$ cat src/rtl/err_detect_responder.sv
// Timing-error detector answering the controller's sample handshake on dual-rail err0/err1.
// Optional inject port for forced errors is enabled by defining ERR_INJECT_EN.
module err_detect_responder #(
    parameter int DATA_W      = 8,
    parameter int SYNC_STAGES = 2,
    parameter int CNT_W       = 4
) (
    input  logic              clk,
    input  logic              rst,
    input  logic [DATA_W-1:0] data_in,
    input  logic              latch,
    input  logic              sample,
`ifdef ERR_INJECT_EN
    input  logic              inject,
`endif
    output logic              err0,
    output logic              err1,
    output logic [DATA_W-1:0] q_out,
    output logic [CNT_W-1:0]  err_cnt,
    output logic              proto_err
);

    typedef enum logic [2:0] {
        IDLE = 3'd0,
        CAPT = 3'd1,
        EVAL = 3'd2,
        RESP = 3'd3,
        RTZ  = 3'd4
    } state_t;

    state_t                   state_q, state_d;
    logic [SYNC_STAGES-1:0]   latch_sync_q, sample_sync_q;
    logic                     latch_dly_q, sample_dly_q;
    logic [DATA_W-1:0]        q_q, q_d, shadow_q, shadow_d;
    logic [CNT_W-1:0]         cnt_q, cnt_d;
    logic                     err0_q, err0_d, err1_q, err1_d;
    logic                     proto_q, proto_d, force_q, force_d;
    logic                     latch_s, sample_s, latch_rise_s, sample_rise_s, sample_fall_s;
    logic                     inject_s, mismatch_s;

`ifdef ERR_INJECT_EN
    assign inject_s = inject;
`else
    assign inject_s = 1'b0;
`endif

    assign latch_s       = latch_sync_q[SYNC_STAGES-1];
    assign sample_s      = sample_sync_q[SYNC_STAGES-1];
    assign latch_rise_s  = latch_s & ~latch_dly_q;
    assign sample_rise_s = sample_s & ~sample_dly_q;
    assign sample_fall_s = ~sample_s & sample_dly_q;
    assign mismatch_s    = (shadow_q != q_q) | force_q | inject_s;

    // Input synchronizers and previous-cycle copies for edge detection
    always_ff @(posedge clk or posedge rst) begin
        if (rst) begin
            latch_sync_q  <= {SYNC_STAGES{1'b0}};
            sample_sync_q <= {SYNC_STAGES{1'b0}};
            latch_dly_q   <= 1'b0;
            sample_dly_q  <= 1'b0;
        end else begin
            latch_sync_q  <= {latch_sync_q[SYNC_STAGES-2:0], latch};
            sample_sync_q <= {sample_sync_q[SYNC_STAGES-2:0], sample};
            latch_dly_q   <= latch_s;
            sample_dly_q  <= sample_s;
        end
    end

    // State, datapath and response registers
    always_ff @(posedge clk or posedge rst) begin
        if (rst) begin
            state_q  <= IDLE;
            q_q      <= {DATA_W{1'b0}};
            shadow_q <= {DATA_W{1'b0}};
            cnt_q    <= {CNT_W{1'b0}};
            err0_q   <= 1'b0;
            err1_q   <= 1'b0;
            proto_q  <= 1'b0;
            force_q  <= 1'b0;
        end else begin
            state_q  <= state_d;
            q_q      <= q_d;
            shadow_q <= shadow_d;
            cnt_q    <= cnt_d;
            err0_q   <= err0_d;
            err1_q   <= err1_d;
            proto_q  <= proto_d;
            force_q  <= force_d;
        end
    end

    // Handshake FSM next-state and register updates
    always_comb begin
        state_d  = state_q;
        q_d      = q_q;
        shadow_d = shadow_q;
        cnt_d    = cnt_q;
        err0_d   = err0_q;
        err1_d   = err1_q;
        proto_d  = proto_q;
        force_d  = force_q;
        case (state_q)
            IDLE: begin
                if (latch_rise_s) begin
                    q_d = data_in;
                    if (sample_rise_s) begin
                        shadow_d = data_in;
                        force_d  = 1'b0;
                        state_d  = EVAL;
                    end else begin
                        state_d  = CAPT;
                    end
                end else if (sample_rise_s) begin
                    // sample with nothing captured: protocol violation, always answered as an error
                    shadow_d = data_in;
                    proto_d  = 1'b1;
                    force_d  = 1'b1;
                    state_d  = EVAL;
                end else begin
                    state_d  = IDLE;
                end
            end
            CAPT: begin
                if (latch_rise_s) begin
                    q_d = data_in;
                end else begin
                    q_d = q_q;
                end
                if (sample_rise_s) begin
                    shadow_d = data_in;
                    force_d  = 1'b0;
                    state_d  = EVAL;
                end else begin
                    state_d  = CAPT;
                end
            end
            EVAL: begin
                force_d = 1'b0;
                if (!sample_s) begin
                    state_d = IDLE;
                end else if (mismatch_s) begin
                    err1_d  = 1'b1;
                    q_d     = shadow_q;
                    cnt_d   = (cnt_q == {CNT_W{1'b1}}) ? cnt_q : cnt_q + {{(CNT_W-1){1'b0}}, 1'b1};
                    state_d = RESP;
                end else begin
                    err0_d  = 1'b1;
                    state_d = RESP;
                end
            end
            RESP: begin
                if (sample_fall_s) begin
                    err0_d  = 1'b0;
                    err1_d  = 1'b0;
                    state_d = RTZ;
                end else begin
                    state_d = RESP;
                end
            end
            RTZ: begin
                if (latch_rise_s) begin
                    q_d     = data_in;
                    state_d = CAPT;
                end else begin
                    state_d = IDLE;
                end
            end
            default: begin
                err0_d  = 1'b0;
                err1_d  = 1'b0;
                force_d = 1'b0;
                state_d = IDLE;
            end
        endcase
    end

    assign err0      = err0_q;
    assign err1      = err1_q;
    assign q_out     = q_q;
    assign err_cnt   = cnt_q;
    assign proto_err = proto_q;

endmodule

$ cat config.mk
export PLATFORM = sky130hd
export DESIGN_NAME = err_detect_responder
export DESIGN_NICKNAME = d
export VERILOG_FILES = /design/src/rtl/err_detect_responder.sv
export SDC_FILE = /design/constraint.sdc
export NUM_CORES = 1
export LEC_CHECK = 0
export CAP_MARGIN = 0
export CORE_MARGIN = 8
export CORE_UTILIZATION = 40
export CTS_CLUSTER_SIZE = 25
export DETAILED_ROUTE_END_ITERATION = 8
export HOLD_SLACK_MARGIN = 0.08
export PLACE_DENSITY_LB_ADDON = 0.25
export SYNTH_ARGS = -nofsm -noshare
export SYNTH_HDL_FRONTEND = slang
export SYNTH_SLANG_ARGS = --single-unit
$ cat constraint.sdc
create_clock -name clk -period 4.65 [get_ports clk]
set_input_delay 0.93 -clock clk [delete_from_list [all_inputs] [get_ports clk]]
set_output_delay 0.93 -clock clk [all_outputs]
set_load 0.005 [all_outputs]
# After elaboration in Yosys (flattened, before gate mapping)
# Cells that the tools add are included.
[classes]
mux = 22
reduce_logical = 12
n_addsub = 1
n_bitwise = 11
eq_ne = 12
[ops]
columns = ["op", "n"]
rows = [
  ["$mux W8", 3],
  ["$pmux W8 S2", 1],
  ["$reduce_and A4 Y1", 4],
  ["$pmux W3 S5", 1],
  ["$mux W1", 9],
  ["$pmux W1 S3", 3],
  ["$ne A2 B2 Y1 const B", 4],
  ["$ne A8 B8 Y1", 1],
  ["$not A1 Y1", 7],
  ["$eq A3 B2 Y1 const B", 2],
  ["$mux W2", 3],
  ["$mux W3", 2],
  ["$add A4 B1 Y4 const B", 1],
  ["$eq A4 B4 Y1 const B", 1],
  ["$reduce_and A2 Y1", 2],
  ["$reduce_or A2 Y1", 2],
  ["$and A1 B1 Y1", 3],
  ["$eq A3 B1 Y1 const B", 1],
  ["$eq A3 B3 Y1 const B", 1],
  ["$logic_not A3 Y1", 1],
  ["$ne A3 B3 Y1 const B", 1],
  ["$reduce_and A3 Y1", 1],
  ["$reduce_or A3 Y1", 1],
  ["$ne A2 B1 Y1 const B", 1],
  ["other kinds (2)", 2],
]
[word_totals]
input_bits = 12
wordCells = 70
regBits = 33
out_inout_bits = 15

# Longest topological paths before layout
# Gate-level depths: netlist of the first run.
[depth]
word_depth = 5
mapped_depth = 6
depth_no_buf = 5

# Worst setup path before layout of the first run
# No wires, ideal clock.
[synth_path]
kind = "register to register"
from = "register q_q[7] (netlist: q_out[7])"
to = "register q_q[0] (netlist: q_out[0])"
t_required_ps = 4525
path_buffers = 0
setup_time_ps = 125
period_less_slack_ps = 1902
arrival_ps = 1777
slack_ps = 2748
stages_incl_launch_ff = 6
cell_sequence = "dfrtp_1 > xor2_1 > nor4_2 > nand4_2 > o31ai_4 > mux2_2"
[synth_via]
elab_chain_len = 4
[synth_rtl]
columns = ["item", "line_no", "source"]
rows = [
  ["start: declaration", "34", "logic [DATA_W-1:0] q_q, q_d, shadow_q, shadow_d;"],
  ["start signal: assignment", "73", "q_q <= {DATA_W{1'b0}};"],
  ["start signal: assignment", "82", "q_q <= q_d;"],
  ["$ne A8 B8 Y1", "52", "assign mismatch_s = (shadow_q != q_q) | force_q | inject_s;"],
  ["$or A1 B1 Y1", "52", ""],
  ["$ne A2 B2 Y1 (no source line)", "--", ""],
  ["$reduce_and A4 Y1 (no source line)", "--", ""],
]
# No other way between the ends.
# A chain may end at the register's enable or synchronous reset.

# Worst setup path after layout of the first run
[layout_path]
from = "register cnt_q[3] (netlist: err_cnt[3])"
to = "output port err_cnt[3]"
[layout_rtl]
columns = ["item", "line_no", "source"]
rows = [
  ["start: declaration", "35", "logic [CNT_W-1:0] cnt_q, cnt_d;"],
  ["start signal: assignment", "75", "cnt_q <= {CNT_W{1'b0}};"],
  ["start signal: assignment", "84", "cnt_q <= cnt_d;"],
  ["end: declaration", "19", "output logic [CNT_W-1:0] err_cnt,"],
]
# No word-level cell between the ends.

==> flow_metrics.py, run 1 <==
metrics = {
    "outcome": {
        "status": "completed",
    },
    "hold_path": {
        "hp-start": "latch_sync_q[0]$_DFF_PP0_",
        "hp-class": "reg -> reg",
    },
    "cts": {
        "tritoncts": "done",
        "clk_pin_slew_ns": 0.07,
        "cts.path.max_buffers": 2,
        "cts_htree_levels": 2,
        "cts_resized": 0,
        "postCtsSetupBuffers": 0,
        "cts_hold_buf": 0,
        "ctsRootBufferMaster": "clkbuf_8",
        "numCtsBuffers": 5,
        "clkLatencyLatePin_ns": 0.28,
        "cts.sinks": 33,
    },
    "sta": {
        "finalHoldViolCount": 0,
        "fmax_mhz": 466,
        "setup_tns_ns": 0,
        "fin_crit_sh": 0.462,
        "worst_slew_pin_slew_ns": 0.844,
        "rsz0062_at_grt": "no",
        "period_needed_ns": 2.15,
        "clock_skew_ns": 0.00356,
        "relSlewSlack": 0.437,
        "setup_viol": 0,
        "maxSlewViolCount": 0,
    },
    "critical_path": {
        "cp-end-kind": "output port",
        "worstReg2RegStart": "shadow_q[7]$_DFFE_PP0P_",
        "worstSetupPathType": "reg -> out",
        "critPathMaxFanout": 5,
        "path_cells": "clkdlybuf4s50_1",
        "cp_slowest_cell": "clkdlybuf4s50_1",
        "r2r_slack_ns": 2.52,
        "cp_num_buf_inv": 1,
        "startpoint": "err_cnt[3]$_DFFE_PP0P_",
        "required_ns": 3.72,
        "critical_path.top_delay_family": "buffers and inverters",
        "cp.arrival_ns": 1.22,
        "startpoint_type": "flop",
        "slowest_delay_ns": 0.53,
    },
    "synthesis": {
        "synth.yosys.seq_area_share": 0.533,
        "yosys_warnings": 0,
        "syn_area_um2": 1550,
        "ys_ff_latch": 33,
        "synth_cells": 117,
        "synthesis.nets": 130,
        "ys_types": 31,
        "syn_area_per_cell_um2": 13.2,
    },
    "global_route": {
        "grt_pass1_vias": 1065,
        "overflow": 0,
        "grt_use_total": 0.100,
        "grt_pass1_wl_mm": 4.87,
        "grt_max_degree": 24,
        "antenna_found_initial": 0,
    },
    "final_layout": {
        "syn_to_final_growth_pct": 23.8,
        "drive_gt1_frac": 0.275,
        "layout.cells.non_filler": 197,
        "final_common_cell": "dfrtp_1",
        "mostFrequentLayoutCells": "33 x dfrtp_1, 26 x clkdlybuf4s50_1, 25 x mux2_2",
        "nNetsFinal": 161,
        "diodes": 0,
        "final_util": 0.520,
    },
    "power": {
        "sequentialPowerShare": 0.439,
        "max-vdd-ir-drop_mv": 0.269,
        "clkPwrFrac": 0.218,
        "net-switching-power_w": 0.000322,
        "swShare": 0.302,
        "power.density_nw_per_um2": 557,
        "intPower_w": 0.000747,
        "p_comb_frac": 0.343,
        "p_leak_nw": 0.785,
    },
    "die": {
        "fp.coreArea_um2": 3690,
        "die_area_um2": 6120,
        "dieHeight_um": 78.2,
        "initial_utilization": 0.420,
        "die_x_um": 78.2,
        "num_rows": 22,
        "num_io_pins": 27,
    },
    "placed_design": {
        "dpl.cell_count": 189,
        "place.gp.congestion": 0.724,
        "dpl.hpwl_mm": 2.12,
        "portBuffers": 26,
    },
    "route": {
        "drt_pass1_iterations": 4,
        "vias": 982,
        "wirelength_mm": 2.89,
        "ant_nets": 0,
        "drc_errors": 0,
        "vias_per_cell": 4.98,
        "drt_iter0_drc": 40,
        "wl_per_cell_um": 14.6,
    },
    "flow_run": {
        "maxCapViolations": 0,
    },
}
[metal layers]
metal  GRT usage  up-vias  wire length, um
met1       0.115      476             1320
met4      0.0556        0               55
met3      0.0376        7              158
met5           0        -                0
li1            -      476                -
met2       0.158       23             1350
[sequential cells by signal (all words and copies together) (netlist names)]
signal / count
shadow_q: 8
err0: 1
proto_err: 1
force_q: 1
q_out: 8
sample_dly_q: 1
err_cnt: 4
state_q: 3
sample_sync_q: 2
latch_dly_q: 1
latch_sync_q: 2
err1: 1
[stage by stage]
| stage | hold WS, ns | total power (W) | setup WS (ns) | cell area [um2] |
|---|---|---|---|---|
| CTS | 0.350 | 0.00109 | 2.47 | 1920 |
| global route | 0.361 | 0.00114 | 2.36 | 1920 |
| finish | 0.350 | 0.00107 | 2.50 | 1920 |
| global placement | 0.334 | 0.000836 | 2.52 | 1820 |
| floorplan | 0.331 | 0.000686 | 2.75 | 1550 |
| detailed placement | 0.336 | 0.000849 | 2.49 | 1820 |
[worst register-to-register path, stage by stage (launching register included)]
cell and delay [ns]:
dfrtp_1 0.40, xor2_1 0.17, nor4_2 0.28, nand4_2 0.26, o31ai_4 0.50, mux2_2 0.40
[power groups by stage]
| stage | clock network [W] | logic [W] | registers [W] |
|---|---|---|---|
| floorplan | 0 | 0.000231 | 0.000455 |
| global placement | 0 | 0.000369 | 0.000467 |
| detailed placement | 0 | 0.000375 | 0.000474 |
| CTS | 0.000241 | 0.000377 | 0.000469 |
| global route | 0.000253 | 0.000405 | 0.000483 |
| finish | 0.000233 | 0.000367 | 0.000469 |
[worst paths after layout]
| check | endpoint | cells past startpoint |
|---|---|---|
| setup / recovery | err_cnt[3] | 1 |
| hold reg to reg | latch_sync_q[1]$_DFF_PP0_ | 0 |
| max in group asynchronous | latch_sync_q[1]$_DFF_PP0_ | 3 |
| setup reg to reg | q_out[4]$_DFFE_PP0P_ | 5 |
| min in group asynchronous | proto_err$_DFFE_PP0P_ | 2 |
| hold / removal | latch_sync_q[1]$_DFF_PP0_ | 0 |
[cells in the mapped netlist, drive strengths merged]
library cell	count	share of area
dfrtp	33	0.53
mux2	25	0.18
nand2	7	0.017
xor2	7	0.040
a21oi	4	0.015
nand3	4	0.013
nor2	4	0.0097
o21ai	4	0.013
nor2b	3	0.012
nor3	3	0.013
clkbuf	2	0.018
inv	2	0.0048
nand2b	2	0.0081
xnor2	2	0.011
a21boi	1	0.0048
a31oi	1	0.0040
a32o	1	0.0065
a41oi	1	0.0057
and2	1	0.0040
and3	1	0.0048
bufbuf	1	0.021
ha	1	0.0081
nand4	1	0.0081
nor3b	1	0.0048
nor4	1	0.0081
nor4b	1	0.0057
o2bb2ai	1	0.0057
o31ai	1	0.014
or2b	1	0.0057
[cell type report]
class                      count  area (um2)
clock buffer                   7        96.3
clock inverter                 1        5.00
fill                         332        1770
inverter                       2        7.51
multi-input combinational     79         656
sequential                    33         826
tap                           48        60.1
timing repair buffer          27         268
[cells by family (layout without fill, tap and decap cells)]
group / after synthesis / after routing / synth area share
adder cells (fa/ha/maj): 1 / 1 / 0.00808
XOR/XNOR: 9 / 9 / 0.0509
AND/OR/NAND/NOR: 30 / 30 / 0.114
multiplexers: 25 / 25 / 0.182
buffers and inverters: 5 / 37 / 0.0436
flip-flops: 33 / 33 / 0.533
AO/OA/AOI/OAI: 14 / 14 / 0.0687
Note: power is estimated with default switching activity, not from simulation.
==> run 2: changes to the inputs <==
Clock period 4.65 ns to 1.8 ns, I/O delays scaled along.
==> run 2 against run 1 <==
  * The flow now finishes with violations (negative setup slack)
  * Clock-buffer cell count stayed put
  * Non-clock buffer count is 17 higher
  * Die area stayed put
  * First-iteration DRC count is 2.5% higher
  * Hold slack better by 0.0031 ns
  * Power grew to 2.8 times the previous value
  * Clock power grew to 2.6 times the previous value
  * Cell count is 8.6% higher
  * Sequential share of layout area is 3.3 points lower
  * Global-route usage is 0.78 points higher
  * Largest cell class unchanged
  * Highest routed layer unchanged
==> flow_metrics.py, run 2 (same netlist as run 1, synthesis figures left out) <==
metrics = {
    "outcome": {
        "status": "complete, but fails checks",
        "violations": "negative setup slack",
    },
    "power": {
        "p_leak_nw": 0.890,
        "swShare": 0.299,
        "power_w": 0.00296,
        "power.density_nw_per_um2": 1430,
        "intPower_w": 0.00207,
        "net-switching-power_w": 0.000886,
        "p_comb_frac": 0.391,
        "clkPwrFrac": 0.206,
        "sequentialPowerShare": 0.403,
        "max-vdd-ir-drop_mv": 0.758,
    },
    "sta": {
        "finalHoldViolCount": 0,
        "setup_tns_ns": -0.276,
        "setup_ws_ns": -0.0422,
        "fin_crit_sh": 1.02,
        "relSlewSlack": 0.719,
        "worst_slew_pin_slew_ns": 0.422,
        "period_needed_ns": 1.84,
        "rsz0062_at_grt": "yes",
        "clock_skew_ns": 0.00714,
        "maxSlewViolCount": 0,
        "setup_viol": 9,
        "fmax_mhz": 543,
    },
    "critical_path": {
        "worstSetupPathType": "reg -> reg",
        "cp-end-kind": "flop",
        "required_ns": 1.97,
        "startpoint_type": "flop",
        "reg2regPathDepth": 6,
        "cp_num_buf_inv": 1,
        "cp_slowest_cell": "dfrtp_1",
        "critical_path.top_delay_family": "simple AND/OR/NAND/NOR gates",
        "slowest_delay_ns": 0.39,
        "path_depth": 6,
        "critPathMaxFanout": 3,
        "cp.arrival_ns": 2.01,
        "path_cells": "xor2_1 > nor4_2 > nand4_2 > o31ai_4 > buf_4 > mux2_2",
    },
    "cts": {
        "cts.sinks": 33,
        "numCtsBuffers": 5,
        "cts_htree_levels": 2,
        "cts.path.max_buffers": 2,
        "clkLatencyLatePin_ns": 0.29,
        "clk_pin_slew_ns": 0.06,
        "ctsRootBufferMaster": "clkbuf_8",
        "tritoncts": "done",
        "cts_hold_buf": 0,
    },
    "route": {
        "met3_length_um": 181,
        "wl_met1_mm": 1.42,
        "wirelength_mm": 3.23,
        "vias_per_cell": 4.93,
        "ant_nets": 0,
        "top_layer_used": "met4",
        "drt_pass1_iterations": 4,
        "drt_iter0_drc": 41,
        "drc_errors": 0,
        "wl_per_cell_um": 15.1,
        "wl_met2_mm": 1.59,
        "vias": 1056,
    },
    "global_route": {
        "antenna_found_initial": 0,
        "grt_pass1_vias": 1164,
        "overflow": 0,
        "grt_use_total": 0.108,
        "grt_pass1_wl_mm": 5.33,
        "grt_max_degree": 34,
    },
    "final_layout": {
        "diodes": 0,
        "layout.cells.non_filler": 214,
        "mostFrequentLayoutCells": "33 x dfrtp_1, 26 x clkdlybuf4s50_1, 20 x mux2_2",
        "drive_gt1_frac": 0.349,
        "syn_to_final_growth_pct": 34.0,
        "final_common_cell": "dfrtp_1",
        "final_util": 0.563,
        "nNetsFinal": 178,
    },
    "placed_design": {
        "dpl.hpwl_mm": 2.30,
        "portBuffers": 26,
        "place_ws_ns": -0.0662,
        "place.gp.congestion": 0.726,
        "dpl.cell_count": 204,
    },
    "hold_path": {
        "hp-class": "reg -> reg",
        "hold_depth": 0,
    },
    "flow_run": {
        "maxCapViolations": 0,
    },
    "die": {
        "dieHeight_um": 78.2,
        "initial_utilization": 0.420,
        "num_io_pins": 27,
        "die_area_um2": 6120,
        "fp.coreArea_um2": 3690,
        "num_rows": 22,
        "die_x_um": 78.2,
    },
}
-- run 2: cell count changes in the layout (fill, tap and decap cells not counted) --
| cell | previous run | this run |
|---|---|---|
| and3_2 | 1 | 0 |
| and3_4 | 0 | 1 |
| buf_4 | 1 | 16 |
| buf_6 | 0 | 2 |
| mux2_2 | 25 | 20 |
| mux2_4 | 0 | 5 |
-- run 2: final cells by class --
type                            count  area, um2
Inverter                            2       7.51
Multi-Input combinational cell     79        678
Clock buffer                        7       96.3
Timing Repair Buffer               44        403
Clock inverter                      1       5.00
Fill cell                         330       1610
Sequential cell                    33        826
Tap cell                           48       60.1
-- run 2: what timing repair did --
| action | 4_1_cts | 5_1_grt |
|---|---|---|
| buffers inserted | 0 | 2 |
| endpoints found under the hold margin | 0 | 0 |
| setup endpoints to repair | 9 | 10 |
| resized for setup | 1 | 7 |
| pin swaps | 1 | 0 |
-- run 2: metrics by stage --
stage	hold slack, ns	cell area, um2
final	0.353	2080
after global routing	0.361	2080
after CTS	0.358	2030
after detailed placement	0.342	1930
after global placement	0.334	1930
after floorplan	0.331	1550
-- run 2: power groups by stage --
stage / logic, W / registers [W] / clock network, W
final: 0.00116 / 0.00119 / 0.000610
after global placement: 0.00110 / 0.00119 / 0
after global routing: 0.00125 / 0.00123 / 0.000663
after floorplan: 0.000597 / 0.00117 / 0
after detailed placement: 0.00111 / 0.00121 / 0
after CTS: 0.00113 / 0.00119 / 0.000631
-- run 2: routing by layer --
layer  GRT usage  vias up
met4      0.0389        0
met3      0.0467        4
met2       0.179       21
met5           0        -
li1            -      506
met1       0.121      525
-- run 2: path summary, 6_finish.rpt --
path                                             endpoint                 startpoint  slack, ns
max in group asynchronous          err_cnt[0]$_DFFE_PP0P_                        rst       1.03
worst min register to register  latch_sync_q[1]$_DFF_PP0_  latch_sync_q[0]$_DFF_PP0_       0.35
worst max register to register       q_out[5]$_DFFE_PP0P_    shadow_q[7]$_DFFE_PP0P_      -0.04
min in group asynchronous          sample_dly_q$_DFF_PP0_                        rst       0.46
worst min-delay path            latch_sync_q[1]$_DFF_PP0_  latch_sync_q[0]$_DFF_PP0_       0.35
worst max-delay path                 q_out[5]$_DFFE_PP0P_    shadow_q[7]$_DFFE_PP0P_      -0.04
==> run 3: changes to the inputs <==
Settings changed: CAP_MARGIN 0 to default, RECOVER_POWER from default to 50.
==> run 3 against run 2 <==
  * The run still ends with negative setup slack left
  * Sequential cell count stayed put
  * First-iteration DRC count unchanged
  * Setup slack about the same
  * Wire length down 0.12%
==> flow_metrics.py, run 3 (same netlist as run 1, synthesis figures left out) <==
metrics = {
    "outcome": {
        "status": "complete, but fails checks",
        "violations": "negative setup slack",
    },
    "final_layout": {
        "drive_gt1_frac": 0.349,
        "diodes": 0,
        "final_common_cell": "dfrtp_1",
        "mostFrequentLayoutCells": "33 x dfrtp_1, 23 x clkdlybuf4s50_1, 20 x mux2_2",
        "fill_cells": 331,
        "nNetsFinal": 178,
        "syn_to_final_growth_pct": 33.8,
        "final_util": 0.562,
    },
    "die": {
        "dieHeight_um": 78.2,
        "fp.coreArea_um2": 3690,
        "die_area_um2": 6120,
        "num_io_pins": 27,
        "die_x_um": 78.2,
        "num_rows": 22,
        "initial_utilization": 0.420,
    },
    "global_route": {
        "overflow": 0,
        "grt_pass1_vias": 1164,
        "grt_use_total": 0.108,
        "antenna_found_initial": 0,
        "grt_pass1_wl_mm": 5.33,
        "grt_max_degree": 34,
    },
    "route": {
        "wirelength_mm": 3.23,
        "drt_iter0_drc": 41,
        "ant_nets": 0,
        "drt_pass1_iterations": 4,
        "vias_per_cell": 4.94,
        "wl_per_cell_um": 15.1,
        "vias": 1058,
        "drc_errors": 0,
    },
    "sta": {
        "worst_slew_pin_slew_ns": 0.825,
        "clock_skew_ns": 0.00671,
        "finalHoldViolCount": 0,
        "whs_ns": 0.353,
        "fmax_mhz": 543,
        "relSlewSlack": 0.450,
        "fin_crit_sh": 1.02,
        "maxSlewViolCount": 0,
        "period_needed_ns": 1.84,
        "setup_ws_ns": -0.0422,
        "rsz0062_at_grt": "yes",
        "setup_viol": 9,
    },
    "cts": {
        "clkLatencyLatePin_ns": 0.29,
        "clk_pin_slew_ns": 0.06,
        "cts.path.max_buffers": 2,
        "tritoncts": "done",
        "cts_htree_levels": 2,
        "cts_hold_buf": 0,
        "cts.sinks": 33,
        "ctsRootBufferMaster": "clkbuf_8",
        "numCtsBuffers": 5,
    },
    "hold_path": {
        "hp-class": "reg -> reg",
    },
    "power": {
        "p_leak_nw": 0.891,
        "max-vdd-ir-drop_mv": 0.758,
        "power.density_nw_per_um2": 1430,
    },
    "critical_path": {
        "cp-end-kind": "flop",
        "startpoint_type": "flop",
        "worstSetupPathType": "reg -> reg",
        "cp.arrival_ns": 2.01,
        "required_ns": 1.97,
        "critPathMaxFanout": 3,
    },
    "placed_design": {
        "portBuffers": 26,
        "place.gp.congestion": 0.726,
        "place_ws_ns": -0.0662,
        "dpl.hpwl_mm": 2.30,
    },
    "flow_run": {
        "maxCapViolations": 0,
    },
}
## run 3: changes by cell type in the layout (fill, tap and decap cells not counted), sizes merged
cell           previous run  this run
dlygate4sd3               0         3
clkbuf                    7         8
buf                      18        17
clkdlybuf4s50            26        23
## run 3: report_power, final
group	internal (W)	switching [W]	total, W
logic	0.000753	0.000402	0.00115
clock network	0.000345	0.000264	0.000610
registers	0.000975	0.000219	0.00119
## run 3: timing repair
item / 4_1_cts / 5_1_grt
hold endpoints to repair: 0 / 0
endpoints found under the setup margin: 9 / 10
gates cloned: 0 / 0
pin swaps: 1 / 0
setup buffers: 0 / 2
gates resized for setup: 1 / 7
## run 3: per-layer routing
metal	global-route usage	part of all wire	vias up
met1	0.121	0.44	526
met3	0.0467	0.056	4
met4	0.0389	0.012	0
li1	-	-	507
met2	0.179	0.49	21
met5	0	0	-
## run 3: final timing paths
check / start / to / slack [ns] / cells past startpoint
setup / recovery: shadow_q[7]$_DFFE_PP0P_ / q_out[5]$_DFFE_PP0P_ / -0.04 / 6
hold / removal: latch_sync_q[0]$_DFF_PP0_ / latch_sync_q[1]$_DFF_PP0_ / 0.35 / 0
setup reg to reg: shadow_q[7]$_DFFE_PP0P_ / q_out[5]$_DFFE_PP0P_ / -0.04 / 6
hold reg to reg: latch_sync_q[0]$_DFF_PP0_ / latch_sync_q[1]$_DFF_PP0_ / 0.35 / 0
max in group asynchronous: rst / err_cnt[0]$_DFFE_PP0P_ / 0.53 / 3
min in group asynchronous: rst / sample_dly_q$_DFF_PP0_ / 0.74 / 3
## run 3: stage by stage
stage / TNS [ns] / instance area, um2 / total power, W / cells
after floorplan: -0.813 / 1550 / 0.00177 / 117
after global placement: -0.00166 / 1930 / 0.00228 / 204
final: -0.276 / 2070 / 0.00296 / 214
after CTS: -0.500 / 2030 / 0.00295 / 212
after global routing: -1.62 / 2070 / 0.00315 / 214
after detailed placement: -0.404 / 1930 / 0.00232 / 204
## run 3: area by class of cell
type                       count  area [um2]  area share
sequential                    33         826       0.398
clock buffer                   7        96.3      0.0465
inverter                       2        7.51     0.00362
multi-input combinational     79         678       0.327
tap                           48        60.1      0.0290
clock inverter                 1        5.00     0.00241
timing repair buffer          44         400       0.193
## run 3: critical path: stages (launching register included)
cell	delay (ns)
dfrtp_1	0.39
xor2_1	0.17
nor4_2	0.29
nand4_2	0.16
o31ai_4	0.23
buf_4	0.17
mux2_2	0.32
